===== src/rtl/srec_word_packer.sv =====
// srec_word_packer: merges the parser's byte-write stream into 32-bit word
// writes with byte enables, flushing partial words on demand or when idle.
module srec_word_packer #(
   parameter bit BIG_ENDIAN    = 1'b0,
   parameter int FLUSH_TIMEOUT = 1024
) (
   input  logic        clock,
   input  logic        reset_n,
   input  logic [31:0] write_address,
   input  logic [7:0]  write_byte,
   input  logic        write_enable,
   input  logic        flush,
   output logic        mem_valid,
   input  logic        mem_ready,
   output logic [29:0] mem_address,
   output logic [31:0] mem_data,
   output logic [3:0]  mem_byte_enable,
   output logic        overflow,
   output logic [15:0] word_count
);

   localparam int CW = (FLUSH_TIMEOUT > 2) ? $clog2(FLUSH_TIMEOUT) : 1;
   localparam logic [CW-1:0] IDLE_LAST = CW'(FLUSH_TIMEOUT - 1);

   typedef struct packed {
      logic [29:0] addr;
      logic [31:0] data;
      logic [3:0]  be;
   } word_t;

   logic        acc_valid;
   word_t       acc;
   logic        acc_valid_n;
   word_t       acc_n;

   logic        flush_pending;
   logic        flush_pending_n;
   logic [CW-1:0] idle_cnt;
   logic [CW-1:0] idle_cnt_n;

   logic [1:0]  lane;
   logic [3:0]  lane_oh;
   logic [31:0] lane_mask;
   logic [31:0] lane_data;
   logic [29:0] wr_word;
   logic        same_word;
   logic        collision;
   logic [3:0]  merged_be;
   logic [31:0] merged_data;

   logic        flush_req;
   logic        idle_hit;
   logic        emit;
   word_t       emit_word;
   logic        out_free;
   logic        handshake;

   // byte lane decode for the incoming byte
   always_comb begin
      if (BIG_ENDIAN)
         lane = 2'd3 - write_address[1:0];
      else
         lane = write_address[1:0];
      lane_oh   = 4'b0001 << lane;
      lane_mask = {{8{lane_oh[3]}}, {8{lane_oh[2]}},
                   {8{lane_oh[1]}}, {8{lane_oh[0]}}};
      lane_data = {4{write_byte}} & lane_mask;
      wr_word   = write_address[31:2];
   end

   always_comb begin
      same_word   = acc_valid && (acc.addr == wr_word);
      collision   = |(acc.be & lane_oh);
      merged_be   = acc.be | lane_oh;
      merged_data = (acc.data & ~lane_mask) | lane_data;
      flush_req   = flush | flush_pending;
      idle_hit    = (idle_cnt == IDLE_LAST);
   end

   // accumulator next state and emission select
   always_comb begin
      acc_valid_n     = acc_valid;
      acc_n           = acc;
      emit            = 1'b0;
      emit_word       = acc;
      flush_pending_n = 1'b0;

      if (write_enable) begin
         flush_pending_n = flush_req;
         if (same_word && !collision) begin
            if (merged_be == 4'hF) begin
               emit           = 1'b1;
               emit_word.data = merged_data;
               emit_word.be   = 4'hF;
               acc_valid_n    = 1'b0;
               acc_n          = '0;
            end else begin
               acc_n.data = merged_data;
               acc_n.be   = merged_be;
            end
         end else begin
            // different word or lane collision: old word out, new one in
            emit        = acc_valid;
            acc_valid_n = 1'b1;
            acc_n.addr  = wr_word;
            acc_n.data  = lane_data;
            acc_n.be    = lane_oh;
         end
      end else if (acc_valid && (flush_req || idle_hit)) begin
         emit        = 1'b1;
         acc_valid_n = 1'b0;
         acc_n       = '0;
      end
   end

   always_comb begin
      if (write_enable || emit || !acc_valid)
         idle_cnt_n = '0;
      else
         idle_cnt_n = idle_cnt + 1'b1;
   end

   always_ff @(posedge clock) begin
      if (!reset_n) begin
         acc_valid     <= 1'b0;
         acc           <= '0;
         flush_pending <= 1'b0;
         idle_cnt      <= '0;
      end else begin
         acc_valid     <= acc_valid_n;
         acc           <= acc_n;
         flush_pending <= flush_pending_n;
         idle_cnt      <= idle_cnt_n;
      end
   end

   assign out_free  = !mem_valid || mem_ready;
   assign handshake = mem_valid && mem_ready;

   // output register: the parser cannot stall, so a blocked emit is lost
   always_ff @(posedge clock) begin
      if (!reset_n) begin
         mem_valid       <= 1'b0;
         mem_address     <= '0;
         mem_data        <= '0;
         mem_byte_enable <= '0;
         overflow        <= 1'b0;
         word_count      <= '0;
      end else begin
         if (emit && out_free) begin
            mem_valid       <= 1'b1;
            mem_address     <= emit_word.addr;
            mem_data        <= emit_word.data;
            mem_byte_enable <= emit_word.be;
         end else if (handshake) begin
            mem_valid <= 1'b0;
         end
         if (emit && !out_free)
            overflow <= 1'b1;
         if (handshake)
            word_count <= word_count + 16'd1;
      end
   end

endmodule


===== config.mk =====
export PLATFORM = sky130hd
export DESIGN_NAME = srec_word_packer
export DESIGN_NICKNAME = d
export VERILOG_FILES = /design/src/rtl/srec_word_packer.sv
export SDC_FILE = /design/constraint.sdc
export NUM_CORES = 1
export LEC_CHECK = 0
export CAP_MARGIN = 20
export CORE_MARGIN = 2
export CORE_UTILIZATION = 25
export CTS_BUF_LIST = sky130_fd_sc_hd__clkbuf_8
export DETAILED_ROUTE_END_ITERATION = 6
export SLEW_MARGIN = 20
export SYNTH_ARGS = -nofsm -noshare
export SYNTH_HDL_FRONTEND = slang
export SYNTH_SLANG_ARGS = --single-unit

===== constraint.sdc =====
create_clock -name clock -period 4.5 [get_ports clock]
set_clock_uncertainty 0.2 [all_clocks]
set_input_delay 0.9 -clock clock [delete_from_list [all_inputs] [get_ports clock]]
set_output_delay 0.9 -clock clock [all_outputs]
set_load 0.1 [all_outputs]

==> key figures, run 1 <==
Status
  – Outcome: complete, no violations

Worst setup path
  – Crit Path Class: in -> reg
  – CP startpoint kind: input port
  – Critical Path AT: 3740 ps
  – Worst EP required: around 4600 ps
  – R2r worst-path depth: 7
  – Crit Path Max Fanout: 8
  – CP endpoint kind: register
  – Crit-path max cell delay: 770 ps
  – Crit path cell chain: clkdlybuf4s50_1 > nor2b_1 > a2111o_1 > or4_1 > nor4_4 > buf_4 > mux2i_1 > a211oi_2
  – Slowest CP cell: or4_1

Synth
  – Synth Instances: 778
  – Distinct cell type count after synthesis: 44
  – Synth Net Count: roughly 830
  – Post-Syn Area: around 7000 um^2
  – FF+latch count, synth: about 160
  – Syn avg cell area: 8.78 um^2
  – Yosys warns: 0
  – FFs w/ async S/R, synth: 0%
  – Number of flops mapped to enable cells by yosys: 0
  – Sequential area share after synthesis: 47.5%
  – Main synth FF type: dfxtp_1

Power
  – PnR Total Power: 3.20 mW
  – Net Switching: 1.04 mW
  – Logic pwr share: 17.2%
  – P_int: 2.17 mW
  – Clock share of power: 35.3%
  – PD cells: 359 nW/um^2
  – Lkg Pwr: 2.92 nW
  – IR drop worst, VDD: between 0.1 and 0.15 mV
  – Seq pwr share: 47.5%
  – Switching Share: 32.3%

Timing
  – Final Cycle Share: 80.6%
  – Worst-margin pin slew: 1090 ps
  – Setup TNS: 0 ps
  – Final setup fails: 0
  – Slew HR: around 27%
  – Final min period: ~3600 ps
  – Max Slew Vio Count: 0
  – Fin. Hold Viols: 0
  – Achievable frequency: 0.276 GHz
  – RSZ-0062 raised after global routing: false
  – Final worst slack: just under 900 ps

Cells and area
  – Share of cells above drive strength 1: under 10%
  – Post-layout util: around 33%
  – Synth-to-Final Area Change: 30.8%
  – Design area: 8940 um^2
  – Nets@finish: roughly 940
  – Commonest non-fill, non-tap cell in the layout: dfxtp_1
  – ANT cells: 0
  – Commonest non-fill, non-tap cells in the layout: 162 x dfxtp_1, 128 x clkdlybuf4s50_1, 103 x a21oi_1

Global routing
  – Vias in the first global route: 5,912
  – Initial antenna violation count: 0
  – Global-route wire length before repair: 32,700 um
  – Grt total ovfl: 0
  – GRT Util Overall: 14.5%
  – Largest net degree at the start of global routing: 71

Floorplanning
  – Site Rows: 60
  – Core Area: 26,900 um^2
  – Die height: 169 um
  – Num ports: 129
  – Die Area: 28,700 um^2
  – Starting Density: 25.4%
  – DIE WIDTH: around 170 um

Clocking
  – Worst-path clk slew: 90 ps
  – TritonCTS clock tree: yes
  – Post-CTS Repair Setup Buffers: 0
  – Htree depth: 4
  – Clock sink count: 162
  – CTS Buffer Depth: 2
  – Number of CTS-inserted buffers: 17
  – Root Buffer: clkbuf_8
  – CTS Hold Bufs: 0
  – Clock latency at the later pin of the worst-skew pair: 460 ps
  – PostCTS Resize Cnt: 0

Routing
  – DR pass1 iterations: 5
  – Vias per inst: about 5.0
  – Iter 0 DRT Violations: around 510
  – Routed wire length: 21,100 um
  – Via count: 6,185
  – Drt wl/cell: 17.0 um
  – Final ANT Viol Nets: 0
  – DRC violations left: 0

Hold path
  – Min-Delay Path Class: reg -> reg
  – Hold Path Stages: 2

Placed design
  – Post-DP Area: 8520 um^2
  – Place WS: between 400 and 500 ps
  – Post-detailed-placement half-perimeter wirelength: between 10,000 and 15,000 um
  – Routability congestion estimate: approximately 0.83
  – Input/output buffers: 128

Flow run
  – Max_cap viols: 0
-- cells in the mapped netlist (7+ instances only) --
master      n  area share [%]
o21ai_0    26             1.9
nand2_1    90             4.9
xor2_1     26             3.3
o22ai_1    32             2.9
nand3_1    83             6.1
xnor2_1    25             3.2
mux2i_1    32             4.7
o21ai_1     9            0.66
nand4_1    10            0.92
dfxtp_1   162              47
a211oi_1   25             2.7
a21oi_1   103             7.5
nor2_1     29             1.6
clkbuf_1   49             2.7
a211oi_2    7             1.3
-- critical path, delay by kind of cell --
family,cells,cell delay (ps)
AOI/OAI and AO/OA,2,540
buffers and inverters,2,740
muxes,1,240
and+or+nand+nor,3,1310
-- final timing paths --
| path | startpoint | to | slack (ps) |
|---|---|---|---|
| hold / removal | acc[21] | acc[21] | 260 |
| hold reg to reg | acc[21] | acc[21] | 260 |
| setup / recovery | write_address[1] | mem_data[6] | 870 |
| setup reg to reg | acc[0] | mem_data[6] | 1530 |
-- final cells by class --
class | count | area (um^2)
Clock inverter | 14 | 166
Multi-Input combinational cell | 555 | 3380
Inverter | 6 | 23.8
Clock buffer | 18 | 248
Fill cell | 2816 | 17900
Tap cell | 341 | 427
Timing Repair Buffer | 146 | 1450
Sequential cell | 162 | 3240
-- power groups by stage --
stage | registers [mW] | logic (mW) | clock network [mW]
floorplan | 1.75 | 0.170 | 0
global placement | 1.56 | 0.549 | 0
detailed placement | 1.56 | 0.552 | 0
CTS | 1.52 | 0.553 | 1.16
global route | 1.53 | 0.579 | 1.23
finish | 1.52 | 0.550 | 1.13
-- stage by stage --
| stage | hold slack [ps] | std cells |
|---|---|---|
| global route | 280 | 1242 |
| CTS | 261 | 1242 |
| global placement | 242 | 1210 |
| detailed placement | 248 | 1210 |
| floorplan | 230 | 778 |
| finish | 258 | 1242 |
-- kinds of logic after synthesis --
group | share of synthesized area (%)
buffers and inverters | 3.48
XOR/XNOR | 6.54
adder cells (fa/ha/maj) | 0.366
flip-flops | 47.5
multiplexers | 4.69
AO/OA/AOI/OAI | 19.5
AND/OR/NAND/NOR | 17.9
-- layer usage --
| layer | vias up | routed length [um] | track usage [%] | share of wire (%) |
|---|---|---|---|---|
| met1 | 2978 | 10400 | 20.4 | 49 |
| met4 | 0 | 321 | 4.46 | 1.5 |
| li1 | 3024 | - | - | - |
| met3 | 21 | 975 | 3.24 | 4.6 |
| met2 | 162 | 9470 | 22.1 | 45 |
| met5 | - | 0 | 0 | 0 |
-- flip-flops by register name (all words and copies together) (netlist names) --
| name | count |
|---|---|
| acc | 66 |
| word_count | 16 |
| overflow | 1 |
| idle_cnt | 10 |
| flush_pending | 1 |
| mem_data | 32 |
| acc_valid | 1 |
| mem_valid | 1 |
| mem_byte_enable | 4 |
| mem_address | 30 |
No activity file was read; power rests on OpenSTA's default activity.
==> run 2, diff against run 1 <==
==> constraint.sdc (replaced) <==
create_clock -name clock -period 3.5 [get_ports clock]
set_clock_uncertainty 0.2 [all_clocks]
set_input_delay 0.7 -clock clock [delete_from_list [all_inputs] [get_ports clock]]
set_output_delay 0.7 -clock clock [all_outputs]
set_load 0.1 [all_outputs]
==> run 2 against run 1 <==
Register-to-register slack lost 900 ps. Worst setup slack worse by 550 ps. Non-clock buffer count increased by 26. Via count grew 0.21%. Critical path depth grew 1. Die area did not move. Sequential cell count unchanged. Wire length shrank 1.4%. Highest routed layer unchanged.
==> key figures, run 2 (synthesis gave the netlist of run 1 again) <==
Worst setup path
  – Crit-path max cell delay: 520 ps (was 770 ps)
  – CP startpoint kind: input port (unchanged)
  – Worst EP required: 3620 ps (was 4610 ps)
  – Slowest CP cell: or4_1 (unchanged)
  – Crit path cell chain: clkdlybuf4s50_1 > nor2b_1 > a2111o_1 > or4_1 > buf_4 > nor4_4 > buf_12 > mux2i_1 > a211oi_2 (was clkdlybuf4s50_1 > nor2b_1 > a2111o_1 > or4_1 > nor4_4 > buf_4 > mux2i_1 > a211oi_2)
  – Top delay family on crit path: simple AND/OR/NAND/NOR gates (unchanged)
  – Crit. Startpoint: write_address[1] (unchanged)
  – Crit Path Class: in -> reg (unchanged)
  – Critical Path AT: 3290 ps (was 3740 ps)
  – Crit Path Max Fanout: 8 (unchanged)
  – FF-to-FF Start: acc[0] (unchanged)
  – WP buf/inv: 3 (was 2)
  – CP endpoint kind: register (unchanged)

Clocking
  – CTS Hold Bufs: 0 (unchanged)
  – Worst-path clk slew: 90 ps (about the same)
  – Clock sink count: 162 (unchanged)
  – TritonCTS clock tree: yes (unchanged)
  – CTS Buffer Depth: 2 (unchanged)
  – Number of CTS-inserted buffers: 17 (unchanged)
  – PostCTS Resize Cnt: 0 (unchanged)
  – Htree depth: 4 (unchanged)
  – Post-CTS Repair Setup Buffers: 0 (unchanged)
  – Clock latency at the later pin of the worst-skew pair: 460 ps (about the same)
  – Root Buffer: clkbuf_8 (unchanged)

Power
  – PD cells: 465 nW/um^2 (was 359 nW/um^2)
  – Logic pwr share: 16.9% (was 17.2%)
  – Lkg Pwr: 3.24 nW (was 2.92 nW)
  – PnR Total Power: 4.20 mW (was 3.20 mW)
  – Net Switching: 1.33 mW (was 1.04 mW)
  – Switching Share: 31.7% (was 32.3%)
  – IR drop worst, VDD: 0.210 mV (was 0.149 mV)
  – Seq pwr share: 46.6% (was 47.5%)
  – P_int: 2.87 mW (was 2.17 mW)
  – Clock share of power: 36.5% (was 35.3%)

Placed design
  – Post-detailed-placement half-perimeter wirelength: 14,800 um (was 14,200 um)
  – Routability congestion estimate: 0.793 (was 0.834)
  – Inst Count DP: 1,236 (was 1,210)
  – Input/output buffers: 128 (unchanged)

Routing
  – DRC violations left: 0 (unchanged)
  – Drt wl/cell: 16.4 um (was 17.0 um)
  – Final ANT Viol Nets: 0 (unchanged)
  – DR pass1 iterations: 5 (unchanged)
  – Iter 0 DRT Violations: 586 (was 511)
  – Routed wire length: 20,800 um (was 21,100 um)
  – Vias per inst: 4.89 (was 4.98)
  – Via count: 6,198 (was 6,185)

Timing
  – Slew HR: 58.6% (was 26.8%)
  – Final setup fails: 0 (unchanged)
  – Max Slew Vio Count: 0 (unchanged)
  – Worst Hold Slack: 257 ps (was 258 ps)
  – Worst-margin pin slew: 621 ps (was 1090 ps)
  – Fin. Hold Viols: 0 (unchanged)
  – Final min period: 3170 ps
  – Achievable frequency: 0.315 GHz
  – RSZ-0062 raised after global routing: false (unchanged)
  – Final Cycle Share: 90.7%
  – Setup TNS: 0 ps (unchanged)

Floorplanning
  – Die height: 169 um (unchanged)
  – DIE WIDTH: 169 um (unchanged)
  – Core Area: 26,900 um^2 (unchanged)
  – Num ports: 129 (unchanged)
  – Starting Density: 25.4% (unchanged)
  – Site Rows: 60 (unchanged)
  – Die Area: 28,700 um^2 (unchanged)

Global routing
  – Initial antenna violation count: 0 (unchanged)
  – Global-route wire length before repair: 32,700 um (about the same)
  – Grt total ovfl: 0 (unchanged)
  – Vias in the first global route: 5,875 (was 5,912)
  – Largest net degree at the start of global routing: 47 (was 71)
  – GRT Util Overall: 14.4% (was 14.5%)

Hold path
  – Hold path startpoint: acc[15] (was acc[21])
  – Min-Delay Path Class: reg -> reg (unchanged)

Status
  – Outcome: complete, no violations (unchanged)

Cells and area
  – Finished Layout Cells: 1,268 (was 1,242)
  – ANT cells: 0 (unchanged)
  – Max reg flops: 66 (unchanged)
  – Nets@finish: 961 (was 935)
  – Largest Register: acc (unchanged)
  – Share of cells above drive strength 1: 19.5% (was 7.88%)
  – Commonest non-fill, non-tap cells in the layout: 162 x dfxtp_1, 119 x buf_4, 103 x a21oi_1 (was 162 x dfxtp_1, 128 x clkdlybuf4s50_1, 103 x a21oi_1)
  – Commonest non-fill, non-tap cell in the layout: dfxtp_1 (unchanged)
  – Synth-to-Final Area Change: 32.0% (was 30.8%)
  – Largest registers: acc x66, mem_data x32, mem_address x30 (unchanged)

Flow run
  – Max_cap viols: 0 (unchanged)
[run 2: final cells by class]
type | count | area [um^2]
Fill cell | 2797 | 17900
Multi-Input combinational cell | 555 | 3380
Sequential cell | 162 | 3240
Timing Repair Buffer | 172 | 1510
Tap cell | 341 | 427
Clock buffer | 18 | 248
Clock inverter | 14 | 193
Inverter | 6 | 23.8
[run 2: tightest hold or removal path: stages, from the launching register on]
cell	delay [ps]
dfxtp_1	320
nand2_1	50
o22ai_1	50
[run 2: through the flow]
| step | setup slack [ps] | cell area [um^2] | utilization, % |
|---|---|---|---|
| finish | 327 | 9020 | 33.6 |
| global route | 217 | 9020 | 33.6 |
| CTS | 333 | 9020 | 33.6 |
| detailed placement | -161 | 8580 | 31.9 |
| global placement | -133 | 8580 | 31.9 |
| floorplan | 314 | 6830 | - |
[run 2: worst paths after layout]
| check | cells after the start | endpoint | slack [ps] |
|---|---|---|---|
| worst max-delay path | 9 | mem_data[7] | 330 |
| worst min-delay path | 2 | acc[15] | 260 |
| worst max register to register | 8 | mem_data[7] | 630 |
| worst min register to register | 2 | acc[15] | 260 |
[run 2: power by group through the flow]
| stage | clock network, mW | logic, mW | registers, mW |
|---|---|---|---|
| 2_1_floorplan | 0 | 0.219 | 2.25 |
| 3_3_place_gp | 0 | 0.710 | 2.00 |
| 3_5_place_dp | 0 | 0.712 | 2.00 |
| 4_1_cts | 1.57 | 0.714 | 1.96 |
| 5_1_grt | 1.65 | 0.752 | 1.97 |
| 6_report | 1.53 | 0.708 | 1.96 |
[run 2: metal layers]
layer | wire length, um | up-vias | global-route usage (%)
li1 | - | 3070 | -
met1 | 10200 | 2959 | 20.4
met2 | 9490 | 155 | 22.3
met3 | 994 | 14 | 3.47
met4 | 187 | 0 | 3.16
met5 | 0 | - | 0
